$ cat config.mk
export PLATFORM = sky130hd
export DESIGN_NAME = esc_responder
export DESIGN_NICKNAME = d
export VERILOG_FILES = /design/src/rtl/prim_esc_pkg.sv /design/src/rtl/esc_ping_watchdog.sv /design/src/rtl/esc_responder.sv
export SDC_FILE = /design/constraint.sdc
export NUM_CORES = 1
export LEC_CHECK = 0
export ABC_AREA = 1
export CORE_UTILIZATION = 50
export DETAILED_ROUTE_END_ITERATION = 10
export PLACE_DENSITY = 0.66
export SLEW_MARGIN = 20
export SYNTH_ARGS = -nofsm -noshare
export SYNTH_HDL_FRONTEND = slang
export SYNTH_HIERARCHICAL = 1
export SYNTH_SLANG_ARGS = --single-unit
export TNS_END_PERCENT = 5
$ cat constraint.sdc
create_clock -name clk_i -period 1.7 [get_ports clk_i]
set_clock_uncertainty 0.1 [all_clocks]
set_input_delay 0.17 -clock clk_i [delete_from_list [all_inputs] [get_ports clk_i]]
set_output_delay 0.17 -clock clk_i [all_outputs]
set_load 0.03 [all_outputs]
$ cat src/rtl/prim_esc_pkg.sv
// prim_esc_pkg: differential escalation line types and the responder FSM states.
package prim_esc_pkg;

  typedef struct packed {
    logic esc_p;
    logic esc_n;
  } esc_tx_t;

  typedef struct packed {
    logic resp_p;
    logic resp_n;
  } esc_rx_t;

  typedef enum logic [1:0] {
    Idle    = 2'd0,
    Check   = 2'd1,
    EscResp = 2'd2,
    SigInt  = 2'd3
  } esc_resp_state_e;

endpackage

$ cat src/rtl/esc_ping_watchdog.sv
// esc_ping_watchdog: arms on the first ping, counts Idle cycles and latches a sticky timeout.
module esc_ping_watchdog #(
  parameter int unsigned TimeoutCycles = 1024
) (
  input  logic clk_i,
  input  logic rst_ni,
  input  logic ping,
  input  logic idle,
  input  logic clr,
  output logic timeout
);
  localparam int unsigned CntW = (TimeoutCycles > 0) ? $clog2(TimeoutCycles + 1) : 1;
  localparam logic [CntW-1:0] MaxCnt = CntW'(TimeoutCycles);
  localparam bit En = TimeoutCycles > 0;
  logic arm_q;
  logic [CntW-1:0] cnt_q, cnt_d;
  // With the watchdog disabled MaxCnt is 0, so the counter never moves.
  always_comb cnt_d = clr ? '0 : ((arm_q | ping) & idle & (cnt_q != MaxCnt)) ? cnt_q + CntW'(1) : cnt_q;
  always_ff @(posedge clk_i or negedge rst_ni) begin
    if (!rst_ni) begin
      arm_q   <= 1'b0;
      cnt_q   <= '0;
      timeout <= 1'b0;
    end else begin
      arm_q   <= arm_q | ping;
      cnt_q   <= cnt_d;
      timeout <= timeout | (En && cnt_d == MaxCnt);
    end
  end
endmodule

$ cat src/rtl/esc_responder.sv
// esc_responder: classifies the differential escalation line into ping, escalation or
// integrity fault, answers on the response pair and raises a local escalation request.
module esc_responder
  import prim_esc_pkg::*;
#(
  parameter int unsigned TimeoutCycles = 1024
) (
  input  logic    clk_i,
  input  logic    rst_ni,
  input  esc_tx_t esc_tx_i,
  output esc_rx_t esc_rx_o,
  output logic    esc_req_o,
  output logic    ping_o,
  output logic    integ_fail_o,
  output logic    timeout_o
);
  esc_resp_state_e state_q, state_d;
  logic active, idle_line, integ_err, ping_d, resp_p_d, resp_n_d;
  logic resp_p_q, resp_n_q, req_q, ping_q, integ_q, timeout;
  always_comb begin
    active    = esc_tx_i.esc_p & ~esc_tx_i.esc_n;
    idle_line = ~esc_tx_i.esc_p & esc_tx_i.esc_n;
    integ_err = esc_tx_i.esc_p == esc_tx_i.esc_n;
    state_d   = state_q;
    ping_d    = 1'b0;
    unique case (state_q)
      Idle:    state_d = active ? Check : Idle;
      Check: begin
        state_d = active ? EscResp : Idle;
        ping_d  = idle_line;
      end
      EscResp: state_d = idle_line ? Idle : EscResp;
      SigInt:  state_d = active ? Check : idle_line ? Idle : SigInt;
      default: state_d = Idle;
    endcase
    // Integrity errors override every other transition.
    state_d  = integ_err ? SigInt : state_d;
    resp_p_d = (state_d == Check) |
               ((state_d == EscResp || state_d == SigInt) && state_d == state_q && !resp_p_q);
    // In SigInt the pair is deliberately equal so the sender sees the fault.
    resp_n_d = (state_d == SigInt) ? resp_p_d : !resp_p_d;
  end
  always_ff @(posedge clk_i or negedge rst_ni) begin
    if (!rst_ni) begin
      state_q  <= Idle;
      resp_p_q <= 1'b0;
      resp_n_q <= 1'b1;
      req_q    <= 1'b0;
      ping_q   <= 1'b0;
      integ_q  <= 1'b0;
    end else begin
      state_q  <= state_d;
      resp_p_q <= resp_p_d;
      resp_n_q <= resp_n_d;
      req_q    <= state_d == EscResp || state_d == SigInt;
      ping_q   <= ping_d;
      integ_q  <= state_d == SigInt;
    end
  end
  esc_ping_watchdog #(
    .TimeoutCycles(TimeoutCycles)
  ) u_wdog (
    .clk_i  (clk_i),
    .rst_ni (rst_ni),
    .ping   (ping_q),
    .idle   (state_q == Idle),
    .clr    (state_q == Check),
    .timeout(timeout)
  );
  assign esc_rx_o.resp_p = resp_p_q;
  assign esc_rx_o.resp_n = resp_n_q;
  assign esc_req_o       = req_q | timeout;
  assign ping_o          = ping_q;
  assign integ_fail_o    = integ_q;
  assign timeout_o       = timeout;
endmodule

# [Word-level counts from Yosys, hierarchy flattened]
# Cells that the tools add are included.
[classes] n_addsub=1 n_eq_ne=10 mux=11 n_bitwise=10 n_reduce_logical=6
[op_table] op="$mux 11" count=2
[op_table] op="$add 11x1->11 const B" count=1
[op_table] op="$eq 11x11->1 const B" count=1
[op_table] op="$ne 11x11->1 const B" count=1
[op_table] op="$mux 2" count=5
[op_table] op="$eq 2x2->1 const B" count=4
[op_table] op="$pmux 2 s4" count=1
[op_table] op="$and 1x1->1" count=4
[op_table] op="$eq 2x1->1 const B" count=2
[op_table] op="$or 1x1->1" count=4
[op_table] op="$mux 1" count=3
[op_table] op="$eq 2x2->1" count=1
[op_table] op="$logic_and 1x1->1" count=2
[op_table] op="$logic_not 1->1" count=2
[op_table] op="$logic_not 2->1" count=1
[op_table] op="$not 1->1" count=2
[op_table] op="$eq 1x1->1" count=1
[op_table] op="$logic_or 1x1->1" count=1
[totals] register_bits=20 input_bits=4 out_inout_bits=6 elab_cells=47

# [Depth between registers and ports, before layout]
[depth] depth_word=13 ltp_mapped=14 depth_no_buf=14

# [Modules after synthesis]
# Netlist, hierarchy kept.
[modules_own_cells] module="esc_ping_watchdog" instances=1 cells_each=139 area_each_um2=874.6 seq_area_each_um2=325.3
[modules_own_cells] module="esc_responder" instances=1 cells_each=43 area_each_um2=384.1 seq_area_each_um2=176.4

# [Worst setup path before layout]
# Ideal clock, no wire load.
[synth_path] path_type="register to register" from="register u_wdog.cnt_q[0]" to="register u_wdog.timeout" setup_ps=65 arrival_time_ps=1330 t_required_ps=1535 slack_ps=205 path_stages_with_launch=14 path_buffers=0 period_less_slack_ps=1495 path_cell_list="dfrtp_1 ha_1 nand2_1 nor2_2 nand2_1 nand2_1 nand2_1 nand2_1 nand2_1 nand2_1 nand2_1 nor2_1 nand3_1 nand2_1"
[synth_via] elab_chain_cells=6 word_cells_on_any_way=7 classes_between="1 x add/sub; 2 x eq/ne; 2 x mux; 2 x bitwise"
[synth_rtl] element="start: declaration" line_no="esc_ping_watchdog.sv:16" source="logic [CntW-1:0] cnt_q, cnt_d;"
[synth_rtl] element="start signal: assignment" line_no="esc_ping_watchdog.sv:26" source="cnt_q <= cnt_d;"
[synth_rtl] element="parallel branches: the longest is 2 deep, another holds $add 11x1->11"
[synth_rtl] element="$mux 11 * (2 in a row)" line_no="esc_ping_watchdog.sv:18" source="always_comb cnt_d = clr ? '0 : ((arm_q | ping) & idle & (cnt_q != MaxCnt)) ? cnt_q + CntW'(1) : cnt_q;"
[synth_rtl] element="$eq 11x11->1 *" line_no="esc_ping_watchdog.sv:27" source="timeout <= timeout | (En && cnt_d == MaxCnt);"
[synth_rtl] element="$or 1x1->1 *" line_no="esc_ping_watchdog.sv:27"
[synth_rtl] element="end signal: assignment" line_no="esc_ping_watchdog.sv:27"
[synth_rtl] element="end: declaration" line_no="esc_ping_watchdog.sv:10" source="output logic timeout"
# Mark *: on every way between the ends.

# [Final worst setup path]
# Same ends and word-level chain as after synthesis.

==> insert_results.sql <==
INSERT INTO impl_metrics (metric_group, metric, value, unit) VALUES
('run_status', 'outcome', 'finished, final reports clean', ''),
('global_route', 'grt_util_all_layers', '23.4', '%'),
('sta', 'fin_worst_hold_slack', '0.0934', 'ns'),
('route', 'first_pass_iteration_count_of_the_detailed_router', '4', ''),
('logic_synthesis', 'yosysUniqueCellTypes', '22', ''),
('logic_synthesis', 'synth.largest_area_cell', 'sky130_fd_sc_hd__dfrtp_1', ''),
('pwr', 'peak_ir_drop_on_the_vdd_network', '0.000741', 'V'),
('sta', 'final-setup-viol-count', '0', ''),
('cells_and_area', 'most_common_cell_after_layout_fill_and_taps_aside', 'sky130_fd_sc_hd__nand2_1', ''),
('logic_synthesis', 'yosys_most_used_dff', 'sky130_fd_sc_hd__dfrtp_1', ''),
('pwr', 'cell_internal_pwr', '0.000969', 'W'),
('cts', 'tritoncts', 'yes', ''),
('logic_synthesis', 'synthDominantCellAreaShare', '37.8', '%'),
('route', 'finalWirelength', '2.63', 'mm'),
('die', 'floorplan_die_width', '52.2', 'microns'),
('logic_synthesis', 'synth_warnings', '6', ''),
('sta', 'rsz0062_at_grt', 'yes', ''),
('global_route', 'vias_in_the_first_global_route', '1109', ''),
('logic_synthesis', 'synth_sequential_area_ratio', '39.9', '%'),
('critical_path', 'max_stage_delay', '0.42', 'ns'),
('sta', 'finalHoldViolations', '0', ''),
('logic_synthesis', 'synth_fp_nets', '191', ''),
('critical_path', 'end_kind', 'flip-flop', ''),
('pwr', 'power.share.switching', '36.2', '%'),
('pwr', 'power.switching', '0.000549', 'W'),
('die', 'placeableCoreArea', '2300', 'sq um'),
('global_route', 'grt_pass1_wl', '4.55', 'mm'),
('global_route', 'overflow', '0', ''),
('critical_path', 'crit_path_cell_trace', 'ha_1, nand2_1, nor2_4, nand2_1, nand2_1, nand2_1, nand2_1, nand2_1, nand2_2, nand2_1, nor2_1, nand3_1, nand2_1', ''),
('die', 'io-pin-count', '10', ''),
('critical_path', 'critPathMaxFanout', '4', ''),
('global_route', 'grt_max_degree', '21', ''),
('sta', 'fmax', '0.591', 'GHz'),
('pwr', 'power_density', '982', 'nW/um^2'),
('critical_path', 'crit_required', '1.85', 'ns'),
('cells_and_area', 'layout.nets', '218', ''),
('logic_synthesis', 'avgSynthCellArea', '6.92', 'sq um'),
('placement', 'routabilityCongestion', '0.862', ''),
('critical_path', 'crit_top_cell', 'sky130_fd_sc_hd__nand2_1', ''),
('cells_and_area', 'leading_cell_types_in_the_layout_fill_and_taps_excluded', '47 x sky130_fd_sc_hd__nand2_1, 32 x sky130_fd_sc_hd__inv_1, 24 x sky130_fd_sc_hd__nand3_1', ''),
('logic_synthesis', 'synthArstFlopShare', '100', '%'),
('die', 'floorplan.initialDensity', '54.8', '%'),
('cts', 'cts-hold-fix-buffers', '0', ''),
('cts', 'cts.sinks', '20', ''),
('placement', 'dpl-instance-area', '1460', 'sq um'),
('flow_run', 'cap_viol_max_count', '0', ''),
('pwr', 'clock_power_share', '18.2', '%'),
('sta', 'finalWorstPathRequiredPeriod', '1.69', 'ns'),
('global_route', 'antenna_found_initial', '0', ''),
('logic_synthesis', 'ys_seq_elements', '20', ''),
('logic_synthesis', 'cell_area_synth', '1260', 'sq um'),
('critical_path', 'regToRegStartpoint', 'u_wdog/cnt_q[0]', ''),
('placement', 'portBuffers', '9', ''),
('critical_path', 'worstRegToRegCells', '13', ''),
('route', 'drt-initial-drc-count', '19', ''),
('route', 'route.detailed.drc', '0', ''),
('cts', 'cts-root-to-sink-buffers', '2', ''),
('critical_path', 'path_class', 'reg -> reg', ''),
('cts', 'worst_skew_pair_latency', '0.30', 'ns'),
('sta', 'worst_slew_pin_slew', '0.312', 'ns'),
('cells_and_area', 'flow.area_growth_from_synthesis', '22.8', '%'),
('pwr', 'leakage', '0.862', 'nW'),
('sta', 'timing_max_transition_violations_final', '0', ''),
('placement', 'dp.final_hpwl', '2.05', 'mm'),
('cells_and_area', 'drive_gt1_share', '20.7', '%'),
('critical_path', 'worst-r2r-setup-slack', '0.007', 'ns'),
('route', 'routed_via_density', '4.96', ''),
('critical_path', 'worst-endpoint-arrival', '1.84', 'ns'),
('cts', 'clockRootBuffer', 'sky130_fd_sc_hd__clkbuf_4', ''),
('cells_and_area', 'finalInstanceArea', '1550', 'sq um'),
('cells_and_area', 'n_antenna_cell', '0', '');
stage by stage:
stage	std cells	worst slack (ns)	setup TNS (ns)	utilization, %	power [W]
6_report	236	0.00723	0	67.3	0.00152
5_1_grt	236	-0.111	-0.111	67.3	0.00164
4_1_cts	233	-0.0204	-0.0204	65.3	0.00144
3_5_place_dp	229	-0.0428	-0.0822	63.7	0.00116
3_3_place_gp	229	-0.0401	-0.0619	63.7	0.00114
2_1_floorplan	182	0.205	0	-	0.000971
cell type report:
type                            count  area [sq um]
Fill cell                         213           752
Multi-Input combinational cell    122           622
Sequential cell                    20           503
Timing Repair Buffer               25           208
Inverter                           37           141
Clock buffer                        4          36.3
Tap cell                           28          35.0
logic make-up (layout without fill, tap and decap cells):
family	Yosys count	after routing	share of synthesized area [%]
and+or+nand+nor	113	113	40.6
AOI/OAI and AO/OA	4	4	2.09
adders and majority gates	5	5	4.97
DFF	20	20	39.9
buffers and inverters	40	66	12.5
power groups by stage:
stage               logic, W  clock network [W]  registers [W]
finish              0.000649           0.000277       0.000591
global route        0.000734           0.000308       0.000598
CTS                 0.000562           0.000287       0.000589
detailed placement  0.000559                  0       0.000599
global placement    0.000548                  0       0.000595
floorplan           0.000370                  0       0.000602
metal layers:
metal,track usage (%),routed length (microns)
met4,10.1,31
met1,25.6,1120
met2,44.2,1390
met3,3.48,88
met5,0,0
worst max path at each step:
| stage | startpoint | endpoint | slack [ns] |
|---|---|---|---|
| floorplan | u_wdog/cnt_q[0] | u_wdog/timeout | 0.20 |
| global placement | esc_tx_i[0] | resp_n_q | -0.04 |
| detailed placement | esc_tx_i[0] | resp_n_q | -0.04 |
| CTS | u_wdog/cnt_q[0] | u_wdog/timeout | -0.02 |
| global route | u_wdog/cnt_q[1] | u_wdog/timeout | -0.11 |
| finish | u_wdog/cnt_q[0] | u_wdog/timeout | 0.007 |
worst max-delay path, delay by kind of cell, from the launching register on:
family / cells / cell delay (ns)
flops: 1 / 0.42
simple gates: 12 / 0.93
fa+ha+maj: 1 / 0.20
cells in the mapped netlist (2+ instances only):
master	number
sky130_fd_sc_hd__dfrtp_1	19
sky130_fd_sc_hd__o21ai_0	2
sky130_fd_sc_hd__ha_1	5
sky130_fd_sc_hd__nand3_2	2
sky130_fd_sc_hd__nor2_2	4
sky130_fd_sc_hd__nand3_1	24
sky130_fd_sc_hd__nand2_2	5
sky130_fd_sc_hd__buf_4	2
sky130_fd_sc_hd__inv_1	35
sky130_fd_sc_hd__nand2_1	48
sky130_fd_sc_hd__nand4_1	2
sky130_fd_sc_hd__nor2_1	22
sky130_fd_sc_hd__nor3_1	3
flip-flops by register name, indices dropped and copies added, names as in the netlist:
| register | flops |
|---|---|
| u_wdog/arm_q | 1 |
| resp_n_q | 1 |
| u_wdog/cnt_q | 11 |
| integ_fail_o | 1 |
| u_wdog/timeout | 1 |
| resp_p_q | 1 |
| state_q | 2 |
| req_q | 1 |
| ping_o | 1 |
what timing repair did:
action	in CTS	in global routing
buffers inserted	0	3
pin swaps	0	3
gates resized for setup	3	10
setup endpoints to repair	3	2
Power figures use the tool's default switching activity.
